`config.mk`:
```
export PLATFORM = sky130hd
export DESIGN_NAME = hazard_unit_mc_flat
export DESIGN_NICKNAME = d
export VERILOG_FILES = /design/src/rtl/hazard_unit_mc_pkg.sv /design/src/rtl/hazard_unit_mc_if.sv /design/src/rtl/hazard_unit_mc_md_scoreboard.sv /design/src/rtl/hazard_unit_mc.sv /design/src/flat_wrapper.sv
export SDC_FILE = /design/constraint.sdc
export NUM_CORES = 1
export LEC_CHECK = 0
export ABC_AREA = 1
export BUFFER_PORTS_ARGS = -buffer_cell sky130_fd_sc_hd__buf_2
export CORE_MARGIN = 10
export CORE_UTILIZATION = 40
export CTS_CLUSTER_SIZE = 16
export DETAILED_ROUTE_END_ITERATION = 10
export HOLD_SLACK_MARGIN = 0.08
export PLACE_DENSITY = 0.65
export SLEW_MARGIN = 20
export SYNTH_ARGS = -nofsm -noshare
export SYNTH_HDL_FRONTEND = slang
export SYNTH_SLANG_ARGS = --single-unit
export TNS_END_PERCENT = 30
```
`constraint.sdc`:
```
create_clock -name CPU_CLK -period 3.4 [get_ports CPU_CLK]
set_input_delay 0.17 -clock CPU_CLK [delete_from_list [all_inputs] [get_ports CPU_CLK]]
set_output_delay 0.17 -clock CPU_CLK [all_outputs]
set_load 0.03 [all_outputs]
```
`src/rtl/hazard_unit_mc_pkg.sv`:
```
// Shared constants for the multi-cycle hazard controller.
//   FWD_*      : E-stage operand mux select encodings
//   hz_state_e : cache-miss FSM state encoding
package hazard_pkg;

  localparam logic [1:0] FWD_NONE = 2'b00;  // operand from register file
  localparam logic [1:0] FWD_W    = 2'b01;  // operand from W-stage result
  localparam logic [1:0] FWD_M    = 2'b10;  // operand from M-stage ALU result

  typedef enum logic [1:0] {
    ST_RUN   = 2'd0,
    ST_IMISS = 2'd1,
    ST_DMISS = 2'd2
  } hz_state_e;

endpackage

```
`src/rtl/hazard_unit_mc_if.sv`:
```
// Pipeline <-> hazard-unit signal bundle.
//   master : datapath side, drives stage information, receives controls
//   slave  : hazard unit, consumes stage information, drives Stall*/Flush*,
//            Forward*E, MdDone and MissCycles
interface hazard_unit_mc_if #(
  parameter int REG_AW = 5,
  parameter int CNT_W  = 32
);
  logic              ICacheMiss, DCacheMiss;
  logic              BranchE, JalrE, JalD;
  logic [REG_AW-1:0] Rs1D, Rs2D, RdD;
  logic [1:0]        RegReadD;
  logic              RegWriteD, MdStartD;
  logic [REG_AW-1:0] Rs1E, Rs2E, RdE;
  logic [1:0]        RegReadE;
  logic              MemToRegE, MdStartE;
  logic [REG_AW-1:0] RdM;
  logic [2:0]        RegWriteM;
  logic              MemToRegM;
  logic [REG_AW-1:0] RdW;
  logic [2:0]        RegWriteW;
  logic              StallF, FlushF, StallD, FlushD, StallE, FlushE;
  logic              StallM, FlushM, StallW, FlushW;
  logic [1:0]        Forward1E, Forward2E;
  logic              MdDone;
  logic [CNT_W-1:0]  MissCycles;

  modport master (
    output ICacheMiss, DCacheMiss, BranchE, JalrE, JalD,
           Rs1D, Rs2D, RdD, RegReadD, RegWriteD, MdStartD,
           Rs1E, Rs2E, RdE, RegReadE, MemToRegE, MdStartE,
           RdM, RegWriteM, MemToRegM, RdW, RegWriteW,
    input  StallF, FlushF, StallD, FlushD, StallE, FlushE,
           StallM, FlushM, StallW, FlushW,
           Forward1E, Forward2E, MdDone, MissCycles
  );

  modport slave (
    input  ICacheMiss, DCacheMiss, BranchE, JalrE, JalD,
           Rs1D, Rs2D, RdD, RegReadD, RegWriteD, MdStartD,
           Rs1E, Rs2E, RdE, RegReadE, MemToRegE, MdStartE,
           RdM, RegWriteM, MemToRegM, RdW, RegWriteW,
    output StallF, FlushF, StallD, FlushD, StallE, FlushE,
           StallM, FlushM, StallW, FlushW,
           Forward1E, Forward2E, MdDone, MissCycles
  );
endinterface

```
`src/rtl/hazard_unit_mc_md_scoreboard.sv`:
```
// Single-entry scoreboard for the multi-cycle mul/div unit.
//   clk_i/rst_i      : clock, async active-high reset
//   frz_i            : freeze (data-cache miss), holds all state
//   issue_i          : mul/div leaves E this cycle; issue_rd_i is its Rd
//   rs1_i/rs2_i/rd_i : D-stage register numbers; reg_read_i = {rs1,rs2} used
//   reg_write_i      : D instruction writes rd_i; md_start_i : D is mul/div
//   done_o           : result written this cycle
//   hazard_o         : D must stall (RAW/WAW on pending Rd, or unit busy)
module md_scoreboard
  import hazard_pkg::*;
#(
  parameter int REG_AW = 5,
  parameter int MD_LAT = 8
) (
  input  logic              clk_i,
  input  logic              rst_i,
  input  logic              frz_i,
  input  logic              issue_i,
  input  logic [REG_AW-1:0] issue_rd_i,
  input  logic [REG_AW-1:0] rs1_i,
  input  logic [REG_AW-1:0] rs2_i,
  input  logic [REG_AW-1:0] rd_i,
  input  logic [1:0]        reg_read_i,
  input  logic              reg_write_i,
  input  logic              md_start_i,
  output logic              done_o,
  output logic              hazard_o
);
  localparam int CW = (MD_LAT > 2) ? $clog2(MD_LAT) : 1;

  logic              busy_q, busy_d;
  logic [REG_AW-1:0] rd_q, rd_d;
  logic [CW-1:0]     cnt_q, cnt_d;
  logic              raw;

  // Done is suppressed while frozen so a freeze delays it cycle for cycle.
  assign done_o = busy_q & (cnt_q == '0) & ~frz_i;

  assign raw = busy_q & (rd_q != '0) &
               ((reg_read_i[1] & (rs1_i == rd_q)) |
                (reg_read_i[0] & (rs2_i == rd_q)) |
                (reg_write_i   & (rd_i  == rd_q)));

  // Busy covers the done cycle too: the dependent is released the cycle
  // after, reading the freshly written value through the write-first file.
  assign hazard_o = raw | (md_start_i & busy_q);

  always_comb begin
    busy_d = busy_q;
    rd_d   = rd_q;
    cnt_d  = cnt_q;
    if (!frz_i) begin
      if (busy_q && cnt_q != '0) cnt_d = cnt_q - CW'(1);
      if (done_o) busy_d = 1'b0;
      if (issue_i) begin
        busy_d = 1'b1;
        rd_d   = issue_rd_i;
        cnt_d  = CW'(MD_LAT - 1);
      end
    end
  end

  always_ff @(posedge clk_i or posedge rst_i) begin
    if (rst_i) begin
      busy_q <= 1'b0;
      rd_q   <= '0;
      cnt_q  <= '0;
    end else begin
      busy_q <= busy_d;
      rd_q   <= rd_d;
      cnt_q  <= cnt_d;
    end
  end
endmodule

```
`src/rtl/hazard_unit_mc.sv`:
```
// Hazard controller for the 5-stage F/D/E/M/W pipeline with cache-miss
// freeze, redirect-during-fetch-miss tracking and a mul/div scoreboard.
//   CPU_CLK : clock (rising edge)
//   CpuRst  : async active-high reset
//   hz      : slave side of hazard_unit_mc_if (stage info in, controls out)
module hazard_unit_mc
  import hazard_pkg::*;
#(
  parameter int REG_AW = 5,
  parameter int MD_LAT = 8,
  parameter int CNT_W  = 32
) (
  input  logic             CPU_CLK,
  input  logic             CpuRst,
  hazard_unit_mc_if.slave  hz
);
  hz_state_e        state_q;
  logic             pend_q, pend_d;
  logic [CNT_W-1:0] cnt_q, cnt_d;

  logic stall_f, flush_f, stall_d, flush_d, stall_e, flush_e;
  logic stall_m, flush_m, stall_w, flush_w;
  logic load_use, sb_hazard, sb_done, data_stall;
  logic redir_e, redir_take, md_issue;
  logic [1:0] fwd1, fwd2;

  function automatic logic [1:0] fwd_sel(
    input logic [REG_AW-1:0] rs,
    input logic              used,
    input logic [REG_AW-1:0] rd_m,
    input logic [2:0]        we_m,
    input logic              mem_m,
    input logic [REG_AW-1:0] rd_w,
    input logic [2:0]        we_w
  );
    logic [1:0] s;
    s = FWD_NONE;
    if (used && rs != '0) begin
      // A load in M has no data yet; it can only come from W next cycle.
      if (rs == rd_m && we_m != '0 && !mem_m) s = FWD_M;
      else if (rs == rd_w && we_w != '0)      s = FWD_W;
    end
    return s;
  endfunction

  assign load_use = hz.MemToRegE & (hz.RdE != '0) &
                    ((hz.RegReadD[1] & (hz.Rs1D == hz.RdE)) |
                     (hz.RegReadD[0] & (hz.Rs2D == hz.RdE)));
  assign data_stall = load_use | sb_hazard;
  assign redir_e    = hz.BranchE | hz.JalrE;
  // JalD only redirects when the D instruction is actually moving on.
  assign redir_take = redir_e | (hz.JalD & ~data_stall);
  assign md_issue   = hz.MdStartE & ~stall_e & ~flush_e & ~CpuRst;

  md_scoreboard #(.REG_AW(REG_AW), .MD_LAT(MD_LAT)) u_sb (
    .clk_i      (CPU_CLK),
    .rst_i      (CpuRst),
    .frz_i      (hz.DCacheMiss),
    .issue_i    (md_issue),
    .issue_rd_i (hz.RdE),
    .rs1_i      (hz.Rs1D),
    .rs2_i      (hz.Rs2D),
    .rd_i       (hz.RdD),
    .reg_read_i (hz.RegReadD),
    .reg_write_i(hz.RegWriteD),
    .md_start_i (hz.MdStartD),
    .done_o     (sb_done),
    .hazard_o   (sb_hazard)
  );

  // Priority mux: dcache freeze > E redirect > data stall > JalD > imiss.
  always_comb begin
    stall_f = 1'b0; flush_f = 1'b0; stall_d = 1'b0; flush_d = 1'b0;
    stall_e = 1'b0; flush_e = 1'b0; stall_m = 1'b0; flush_m = 1'b0;
    stall_w = 1'b0; flush_w = 1'b0;
    if (CpuRst) begin
      flush_f = 1'b1; flush_d = 1'b1; flush_e = 1'b1;
      flush_m = 1'b1; flush_w = 1'b1;
    end else if (hz.DCacheMiss) begin
      stall_f = 1'b1; stall_d = 1'b1; stall_e = 1'b1;
      stall_m = 1'b1; stall_w = 1'b1;
    end else begin
      if (redir_e) begin
        flush_d = 1'b1; flush_e = 1'b1;
      end else if (data_stall) begin
        stall_f = 1'b1; stall_d = 1'b1; flush_e = 1'b1;
      end else if (hz.JalD) begin
        flush_d = 1'b1;
      end else if (hz.ICacheMiss) begin
        stall_f = 1'b1; flush_d = 1'b1;
      end
      // The fetch that was in flight when the PC redirected returns stale.
      if (pend_q && !hz.ICacheMiss) flush_d = 1'b1;
    end
  end

  always_comb begin
    fwd1 = FWD_NONE;
    fwd2 = FWD_NONE;
    if (!CpuRst) begin
      fwd1 = fwd_sel(hz.Rs1E, hz.RegReadE[1], hz.RdM, hz.RegWriteM,
                     hz.MemToRegM, hz.RdW, hz.RegWriteW);
      fwd2 = fwd_sel(hz.Rs2E, hz.RegReadE[0], hz.RdM, hz.RegWriteM,
                     hz.MemToRegM, hz.RdW, hz.RegWriteW);
    end
  end

  always_comb begin
    pend_d = pend_q;
    if (!hz.DCacheMiss) begin
      if (hz.ICacheMiss && redir_take) pend_d = 1'b1;
      else if (!hz.ICacheMiss)         pend_d = 1'b0;
    end
  end

  always_comb begin
    cnt_d = cnt_q;
    if ((hz.ICacheMiss || hz.DCacheMiss) && cnt_q != '1)
      cnt_d = cnt_q + CNT_W'(1);
  end

  always_ff @(posedge CPU_CLK or posedge CpuRst) begin
    if (CpuRst) begin
      state_q <= ST_RUN;
      pend_q  <= 1'b0;
      cnt_q   <= '0;
    end else begin
      pend_q <= pend_d;
      cnt_q  <= cnt_d;
      case (state_q)
        ST_RUN: begin
          if (hz.DCacheMiss)      state_q <= ST_DMISS;
          else if (hz.ICacheMiss) state_q <= ST_IMISS;
        end
        ST_IMISS: begin
          if (hz.DCacheMiss)       state_q <= ST_DMISS;
          else if (!hz.ICacheMiss) state_q <= ST_RUN;
        end
        ST_DMISS: if (!hz.DCacheMiss) state_q <= ST_RUN;
        default:  state_q <= ST_RUN;
      endcase
    end
  end

  assign hz.StallF     = stall_f;
  assign hz.FlushF     = flush_f;
  assign hz.StallD     = stall_d;
  assign hz.FlushD     = flush_d;
  assign hz.StallE     = stall_e;
  assign hz.FlushE     = flush_e;
  assign hz.StallM     = stall_m;
  assign hz.FlushM     = flush_m;
  assign hz.StallW     = stall_w;
  assign hz.FlushW     = flush_w;
  assign hz.Forward1E  = fwd1;
  assign hz.Forward2E  = fwd2;
  assign hz.MdDone     = sb_done & ~CpuRst;
  assign hz.MissCycles = cnt_q;
endmodule
```
`src/flat_wrapper.sv`:
```
// flat-port wrapper written by rule: the top's interface ports become plain ports
module hazard_unit_mc_flat import hazard_pkg::*;
#(
  parameter int REG_AW = 5,
  parameter int MD_LAT = 8,
  parameter int CNT_W  = 32
)
  (CPU_CLK, CpuRst, hz_ICacheMiss, hz_DCacheMiss, hz_BranchE, hz_JalrE, hz_JalD, hz_Rs1D, hz_Rs2D, hz_RdD, hz_RegReadD, hz_RegWriteD, hz_MdStartD, hz_Rs1E, hz_Rs2E, hz_RdE, hz_RegReadE, hz_MemToRegE, hz_MdStartE, hz_RdM, hz_RegWriteM, hz_MemToRegM, hz_RdW, hz_RegWriteW, hz_StallF, hz_FlushF, hz_StallD, hz_FlushD, hz_StallE, hz_FlushE, hz_StallM, hz_FlushM, hz_StallW, hz_FlushW, hz_Forward1E, hz_Forward2E, hz_MdDone, hz_MissCycles);
  hazard_unit_mc_if #(.REG_AW(REG_AW), .CNT_W(CNT_W)) hz_i ();
  input  logic CPU_CLK;
  input  logic CpuRst;
  input wire logic [$bits(hz_i.ICacheMiss)-1:0] hz_ICacheMiss;
  input wire logic [$bits(hz_i.DCacheMiss)-1:0] hz_DCacheMiss;
  input wire logic [$bits(hz_i.BranchE)-1:0] hz_BranchE;
  input wire logic [$bits(hz_i.JalrE)-1:0] hz_JalrE;
  input wire logic [$bits(hz_i.JalD)-1:0] hz_JalD;
  input wire logic [$bits(hz_i.Rs1D)-1:0] hz_Rs1D;
  input wire logic [$bits(hz_i.Rs2D)-1:0] hz_Rs2D;
  input wire logic [$bits(hz_i.RdD)-1:0] hz_RdD;
  input wire logic [$bits(hz_i.RegReadD)-1:0] hz_RegReadD;
  input wire logic [$bits(hz_i.RegWriteD)-1:0] hz_RegWriteD;
  input wire logic [$bits(hz_i.MdStartD)-1:0] hz_MdStartD;
  input wire logic [$bits(hz_i.Rs1E)-1:0] hz_Rs1E;
  input wire logic [$bits(hz_i.Rs2E)-1:0] hz_Rs2E;
  input wire logic [$bits(hz_i.RdE)-1:0] hz_RdE;
  input wire logic [$bits(hz_i.RegReadE)-1:0] hz_RegReadE;
  input wire logic [$bits(hz_i.MemToRegE)-1:0] hz_MemToRegE;
  input wire logic [$bits(hz_i.MdStartE)-1:0] hz_MdStartE;
  input wire logic [$bits(hz_i.RdM)-1:0] hz_RdM;
  input wire logic [$bits(hz_i.RegWriteM)-1:0] hz_RegWriteM;
  input wire logic [$bits(hz_i.MemToRegM)-1:0] hz_MemToRegM;
  input wire logic [$bits(hz_i.RdW)-1:0] hz_RdW;
  input wire logic [$bits(hz_i.RegWriteW)-1:0] hz_RegWriteW;
  output wire logic [$bits(hz_i.StallF)-1:0] hz_StallF;
  output wire logic [$bits(hz_i.FlushF)-1:0] hz_FlushF;
  output wire logic [$bits(hz_i.StallD)-1:0] hz_StallD;
  output wire logic [$bits(hz_i.FlushD)-1:0] hz_FlushD;
  output wire logic [$bits(hz_i.StallE)-1:0] hz_StallE;
  output wire logic [$bits(hz_i.FlushE)-1:0] hz_FlushE;
  output wire logic [$bits(hz_i.StallM)-1:0] hz_StallM;
  output wire logic [$bits(hz_i.FlushM)-1:0] hz_FlushM;
  output wire logic [$bits(hz_i.StallW)-1:0] hz_StallW;
  output wire logic [$bits(hz_i.FlushW)-1:0] hz_FlushW;
  output wire logic [$bits(hz_i.Forward1E)-1:0] hz_Forward1E;
  output wire logic [$bits(hz_i.Forward2E)-1:0] hz_Forward2E;
  output wire logic [$bits(hz_i.MdDone)-1:0] hz_MdDone;
  output wire logic [$bits(hz_i.MissCycles)-1:0] hz_MissCycles;
  assign hz_i.ICacheMiss = hz_ICacheMiss;
  assign hz_i.DCacheMiss = hz_DCacheMiss;
  assign hz_i.BranchE = hz_BranchE;
  assign hz_i.JalrE = hz_JalrE;
  assign hz_i.JalD = hz_JalD;
  assign hz_i.Rs1D = hz_Rs1D;
  assign hz_i.Rs2D = hz_Rs2D;
  assign hz_i.RdD = hz_RdD;
  assign hz_i.RegReadD = hz_RegReadD;
  assign hz_i.RegWriteD = hz_RegWriteD;
  assign hz_i.MdStartD = hz_MdStartD;
  assign hz_i.Rs1E = hz_Rs1E;
  assign hz_i.Rs2E = hz_Rs2E;
  assign hz_i.RdE = hz_RdE;
  assign hz_i.RegReadE = hz_RegReadE;
  assign hz_i.MemToRegE = hz_MemToRegE;
  assign hz_i.MdStartE = hz_MdStartE;
  assign hz_i.RdM = hz_RdM;
  assign hz_i.RegWriteM = hz_RegWriteM;
  assign hz_i.MemToRegM = hz_MemToRegM;
  assign hz_i.RdW = hz_RdW;
  assign hz_i.RegWriteW = hz_RegWriteW;
  assign hz_StallF = hz_i.StallF;
  assign hz_FlushF = hz_i.FlushF;
  assign hz_StallD = hz_i.StallD;
  assign hz_FlushD = hz_i.FlushD;
  assign hz_StallE = hz_i.StallE;
  assign hz_FlushE = hz_i.FlushE;
  assign hz_StallM = hz_i.StallM;
  assign hz_FlushM = hz_i.FlushM;
  assign hz_StallW = hz_i.StallW;
  assign hz_FlushW = hz_i.FlushW;
  assign hz_Forward1E = hz_i.Forward1E;
  assign hz_Forward2E = hz_i.Forward2E;
  assign hz_MdDone = hz_i.MdDone;
  assign hz_MissCycles = hz_i.MissCycles;
  hazard_unit_mc #(.REG_AW(REG_AW), .MD_LAT(MD_LAT), .CNT_W(CNT_W)) u_core (.CPU_CLK(CPU_CLK), .CpuRst(CpuRst), .hz(hz_i));
endmodule
```
Yosys cells after proc, flatten, opt, wreduce, memory -nomap -nowiden
Cells that the tools add are included.
Cells by class
  add/sub/neg operators: 2
  equality and inequality tests: 11
  mux-type cells: 36
  bitwise operators: 29
  reduce and logical (&&, ||, !) cells: 29
Operator list (number)
  $eq A5 B5 Y1: 9
  $add A32 B1 Y32 const B: 1
  $ne A32 B32 Y1 const B: 1
  $mux W1: 28
  $reduce_bool A5 Y1: 4
  $and A1 B1 Y1: 17
  $logic_and A1 B1 Y1: 12
  $mux W2: 6
  $reduce_bool A3 Y1: 3
  $reduce_and A2 Y1: 4
  $or A1 B1 Y1: 7
  $mux W3: 2
  $not A1 Y1: 5
  $reduce_bool A2 Y1: 2
  $logic_not A3 Y1: 1
  $sub A3 B1 Y3 const B: 1
  $logic_not A1 Y1: 2
  $ne A2 B1 Y1 const B: 1
  $logic_or A1 B1 Y1: 1
Storage, ports and cells
  register bits: 42
  bits of input ports: 62
  output and inout bits: 47
  logic and storage cells: 112

Depth between registers and ports, before layout
  depth in word-level cells: 16
  mapped depth: 12
  depth with buffers taken out: 12

By module
Synthesis repeated with hierarchy kept, for this count alone.
Unflattened totals
  cell total of the unflattened synthesis: 513
  area total of the unflattened synthesis: 3352.0 µm²
Modules (own cells, without submodules)
  hazard_unit_mc: instances 1, cells an instance 389, area an instance 2643.8 µm², sequential area each 825.8 µm²
  md_scoreboard: instances 1, cells an instance 124, area an instance 708.2 µm², sequential area each 225.2 µm²

Worst setup path before layout
No wires, ideal clock.
  path kind: input-to-output
  from: in CpuRst
  to: out hz_StallD
  arrival: 2145 ps
  slack: 1085 ps
  cell stages on the path: 4
  buffers on the path: 1
  cells stage by stage: clkbuf_1 inv_1 nand2_1 o21ai_0
On the way
  cells in the longest elaborated chain, start to end: 1
RTL lines
  start, declared: RTL line flat_wrapper.sv:11  | input logic CpuRst;
  $mux W1: RTL line hazard_unit_mc.sv:76  | if (CpuRst) begin
  end, declared: RTL line flat_wrapper.sv:36  | output wire logic [$bits(hz_i.StallD)-1:0] hz_StallD;
No other way between the ends.

Worst setup path in the final report
  from: reg u_core.cnt_q[0] (netlist: u_core.hz.MissCycles[0])
  to: reg u_core.cnt_q[9] (netlist: u_core.hz.MissCycles[9])
On the way
  cells in the longest elaborated chain, start to end: 2
  elaborated cells on any way between the ends: 3
  those cells by class: 1 x add/sub; 1 x eq/ne; 1 x reduce/logical
RTL lines
  start, declared: RTL line hazard_unit_mc.sv:19  | logic [CNT_W-1:0] cnt_q, cnt_d;
  start signal, assigned: RTL line hazard_unit_mc.sv:129  | cnt_q <= cnt_d;
  parallel branches: the longest is 2 deep, another holds $add A32 B1 Y32
Several ways; the timed one is not identified.
A chain may end at the register's enable or synchronous reset.

==> key figures <==
Setup path
  – CP startpoint kind: flop
  – Maximum fanout along the worst path: 34
  – Crit Reg-Reg Startpoint: u_core.hz.MissCycles[0]$_DFFE_PP0P_
  – Worst-case reg-to-reg path depth: 10
  – Worst path cell trace: ha_1 > nand3_2 > inv_2 > nand2_1 > nor2_1 > nand4_1 > nand2_1 > inv_2 > nand2_1 > xor2_1
  – Critical path arrival: 2.26 ns
  – Flop-to-flop setup slack: 1.32 ns
  – WS Path Type: flop to flop
  – Worst r2r dst: u_core.hz.MissCycles[9]$_DFFE_PP0P_
  – CP required: 3.58 ns
  – Setup crit start: u_core.hz.MissCycles[0]$_DFFE_PP0P_
  – Crit end category: flop
  – CP max stage delay: 0.46 ns
  – CP max-delay cell: dfrtp_1
  – Crit path top cell by count: nand2_1

Placed design
  – Post-DP HPWL: 8.104 mm
  – # port buffers: 108
  – GPL Wtd Cong: 0.9373
  – Placed cells: 721

Finish
  – Fillers: 844
  – FF/Latch Area: 1051 sq um
  – Fin nets: 688
  – Multi-input gate area: 1931 sq um
  – Layout cells sized above 1: 0.2186
  – Area Overhead vs Synth: 20.37%
  – Finished Core Util: 0.4937
  – # diodes: 0
  – Final std cells w/o fill: 727

Yosys
  – Synth area leaders: dfrtp_1 (31%), nand2_1 (20%), inv_1 (7.5%)
  – Register bit count reported by yosys: 42
  – Cell Area, Synth: 3353 sq um
  – Xor/xnor share of the synthesized area: 0.09142
  – Synth top area share: 0.3134
  – Avg Inst Size Synth: 6.473 sq um
  – Syn_nets: 583
  – Synth Area in Compound Gates: 0.08321
  – Asr flop ratio synth: 1.000
  – Post-synth top area cell: dfrtp_1
  – Synthesized-area fraction occupied by adder cells: 0.01119
  – Post-Syn Instances: 518
  – Post-synth EDFFs: 0
  – Netlist cell types: 34
  – Largest family of logic cells by synthesized area: simple AND/OR/NAND/NOR gates
  – YS warnings: 0
  – Main synth FF type: dfrtp_1
  – Post-Synth Simple-Gate Area: 0.3899
  – Sequential area share after synthesis: 0.3134
  – Mux contribution to synthesized area: 0

GRT
  – Met3 usage: 0.04026
  – Vias in the first global route: 3510
  – GR peak layer: met2
  – Largest net degree at the start of global routing: 44
  – Grt met1 use: 0.1845
  – Met2 Use GR: 0.2622
  – Initial antenna violation count: 0
  – All-layer global routing usage: 0.1526
  – GR Overflow Total: 0
  – Global-route wire length before repair: 16.39 mm

Die
  – I/O pins: 109
  – Die ar.: 12450 sq um
  – Std-Cell Rows: 33
  – CORE AREA: 8175 sq um
  – Chip Height: 111.6 um
  – Starting Density: 0.4102
  – Die W: 111.6 um

Route
  – DRC viols: 0
  – Final ANT Viol Nets: 0
  – Final WL: 9.890 mm
  – Via/cell ratio: 4.935
  – Iter 0 DRT Violations: 176
  – Drt pass-1 iters: 4
  – Routed via count: 3588
  – WL/cell: 13.60 um

Power and ir drop
  – Gate power share: 0.420
  – Power Internal: 1.019 mW
  – Flop pwr share: 0.405
  – Sw Share: 0.4322
  – Worst vdd ir: 0.3987 mV
  – NetSw: 0.7756 mW
  – Clk pwr share: 0.175
  – Power Density: 444.6 nW/um^2
  – Leak pwr: 2.210 nW
  – Total power: 1.794 mW

Timing
  – Tightest Pin Transition: 0.7616 ns
  – Final worst path period share: 0.6116
  – Max_slew headroom: 0.4904
  – Fmax: 0.4809 GHz
  – Final setup viols: 0
  – Max Transition Viols Final: 0
  – Worst Clk Skew: 0.002694 ns
  – Total Neg Setup Slack: 0 ns
  – Min cycle time layout: 2.080 ns
  – RSZ-0062 raised after global routing: false
  – Final hold violations: 0

Clock tree
  – CTS Hold Bufs: 0
  – CTS Root Cell: clkbuf_8
  – Worst skew pair latency: 0.29 ns
  – CTS tree: done
  – CTS HTree Levels: 2
  – Postcts setup bufs: 0
  – Num CTS Buffers: 5
  – Clock Tree Buf Depth: 2
  – Clock sink count: 42
  – Clk pin slew, worst setup/hold paths: 0.07 ns
  – Resized Gates After CTS: 0

Status
  – Status: complete, no violations

Flow run
  – Max Cap Viol: 0

Min path
  – Min-delay worst type: input pin to async pin
[flip-flops by register name, summed over array words and instances, names as in the netlist]
signal	flops
u_core.u_sb.cnt_q	3
u_core.u_sb.busy_q	1
u_core.pend_q	1
u_core.hz.MissCycles	32
u_core.u_sb.rd_q	5
[layer usage]
layer / part of all wire / up-vias
met1: 0.44 / 1619
li1: - / 1847
met2: 0.48 / 106
met3: 0.060 / 16
met5: 0 / -
met4: 0.015 / 0
[cell usage in the layout, fill, tap and decap left out, drive strengths merged, types with 6 or more instances in the layout]
| cell type | instances |
|---|---|
| nand4 | 16 |
| nand2 | 183 |
| xor2 | 26 |
| dfrtp | 42 |
| clkbuf | 6 |
| a21oi | 6 |
| o22ai | 6 |
| inv | 75 |
| nor4 | 6 |
| nor2 | 54 |
| buf | 110 |
| o21ai | 23 |
| xnor2 | 9 |
| nor3 | 22 |
| nand3 | 20 |
[cell type report]
| cell class | count | share of cell area |
|---|---|---|
| clock buffer | 6 | 0.02046 |
| tap | 105 | 0.03255 |
| multi-input combinational | 388 | 0.4783 |
| sequential | 42 | 0.2604 |
| inverter | 76 | 0.07068 |
| timing repair buffer | 110 | 0.1376 |
[synthesized netlist by cell type (2+ instances only)]
cell         n
a2111oi_0    2
a21oi_1      6
a221oi_1     3
buf_2        3
buf_4        6
buf_6        2
dfrtp_1     42
ha_1         3
inv_1       67
inv_2        9
nand2_1    183
nand3_1     19
nand4_1     16
nor2_1      52
nor2_2       2
nor3_1      17
nor3_2       5
nor4_1       4
nor4_2       2
o2111ai_1    2
o21ai_0     10
o21ai_1     13
o22ai_1      6
xnor2_1      9
xor2_1      26
[power by group through the flow]
stage / Clock (mW) / Sequential, mW / Combinational [mW]
2_1_floorplan: 0 / 0.830 / 0.438
3_3_place_gp: 0 / 0.733 / 0.749
3_5_place_dp: 0 / 0.737 / 0.756
4_1_cts: 0.329 / 0.727 / 0.761
5_1_grt: 0.353 / 0.752 / 0.853
6_report: 0.314 / 0.726 / 0.754
[worst max-delay path: cells and delay by family, from the launching register on]
| family | cells | cell delay [ns] |
|---|---|---|
| xor+xnor | 1 | 0.17 |
| fa+ha+maj | 1 | 0.28 |
| buf+inv | 2 | 0.46 |
| flops | 1 | 0.46 |
| simple gates | 6 | 0.60 |
[through the flow]
step           hold slack, ns  setup WS [ns]  cell area (sq um)
2_1_floorplan          0.2910          1.085               3353
3_3_place_gp           0.4171          1.357               3954
3_5_place_dp           0.4301          1.341               3954
4_1_cts                0.1242          1.324               4036
5_1_grt                0.1277          1.187               4036
6_report              0.09695          1.320               4036
[logic make-up after synthesis]
family | count (synthesis)
and+or+nand+nor | 304
buffers and inverters | 88
AOI/OAI and AO/OA | 46
DFF | 42
xor gates and xnor gates | 35
adders and majority gates | 3
[worst max path at each step]
stage	end	slack, ns	depth (start not counted)
floorplan	hz_StallD	1.08	4
global placement	u_core.hz.MissCycles[9]$_DFFE_PP0P_	1.36	10
detailed placement	u_core.hz.MissCycles[16]$_DFFE_PP0P_	1.34	10
CTS	u_core.hz.MissCycles[9]$_DFFE_PP0P_	1.32	10
global route	u_core.hz.MissCycles[13]$_DFFE_PP0P_	1.19	10
finish	u_core.hz.MissCycles[9]$_DFFE_PP0P_	1.32	10
(Power assumes the default switching activity.)
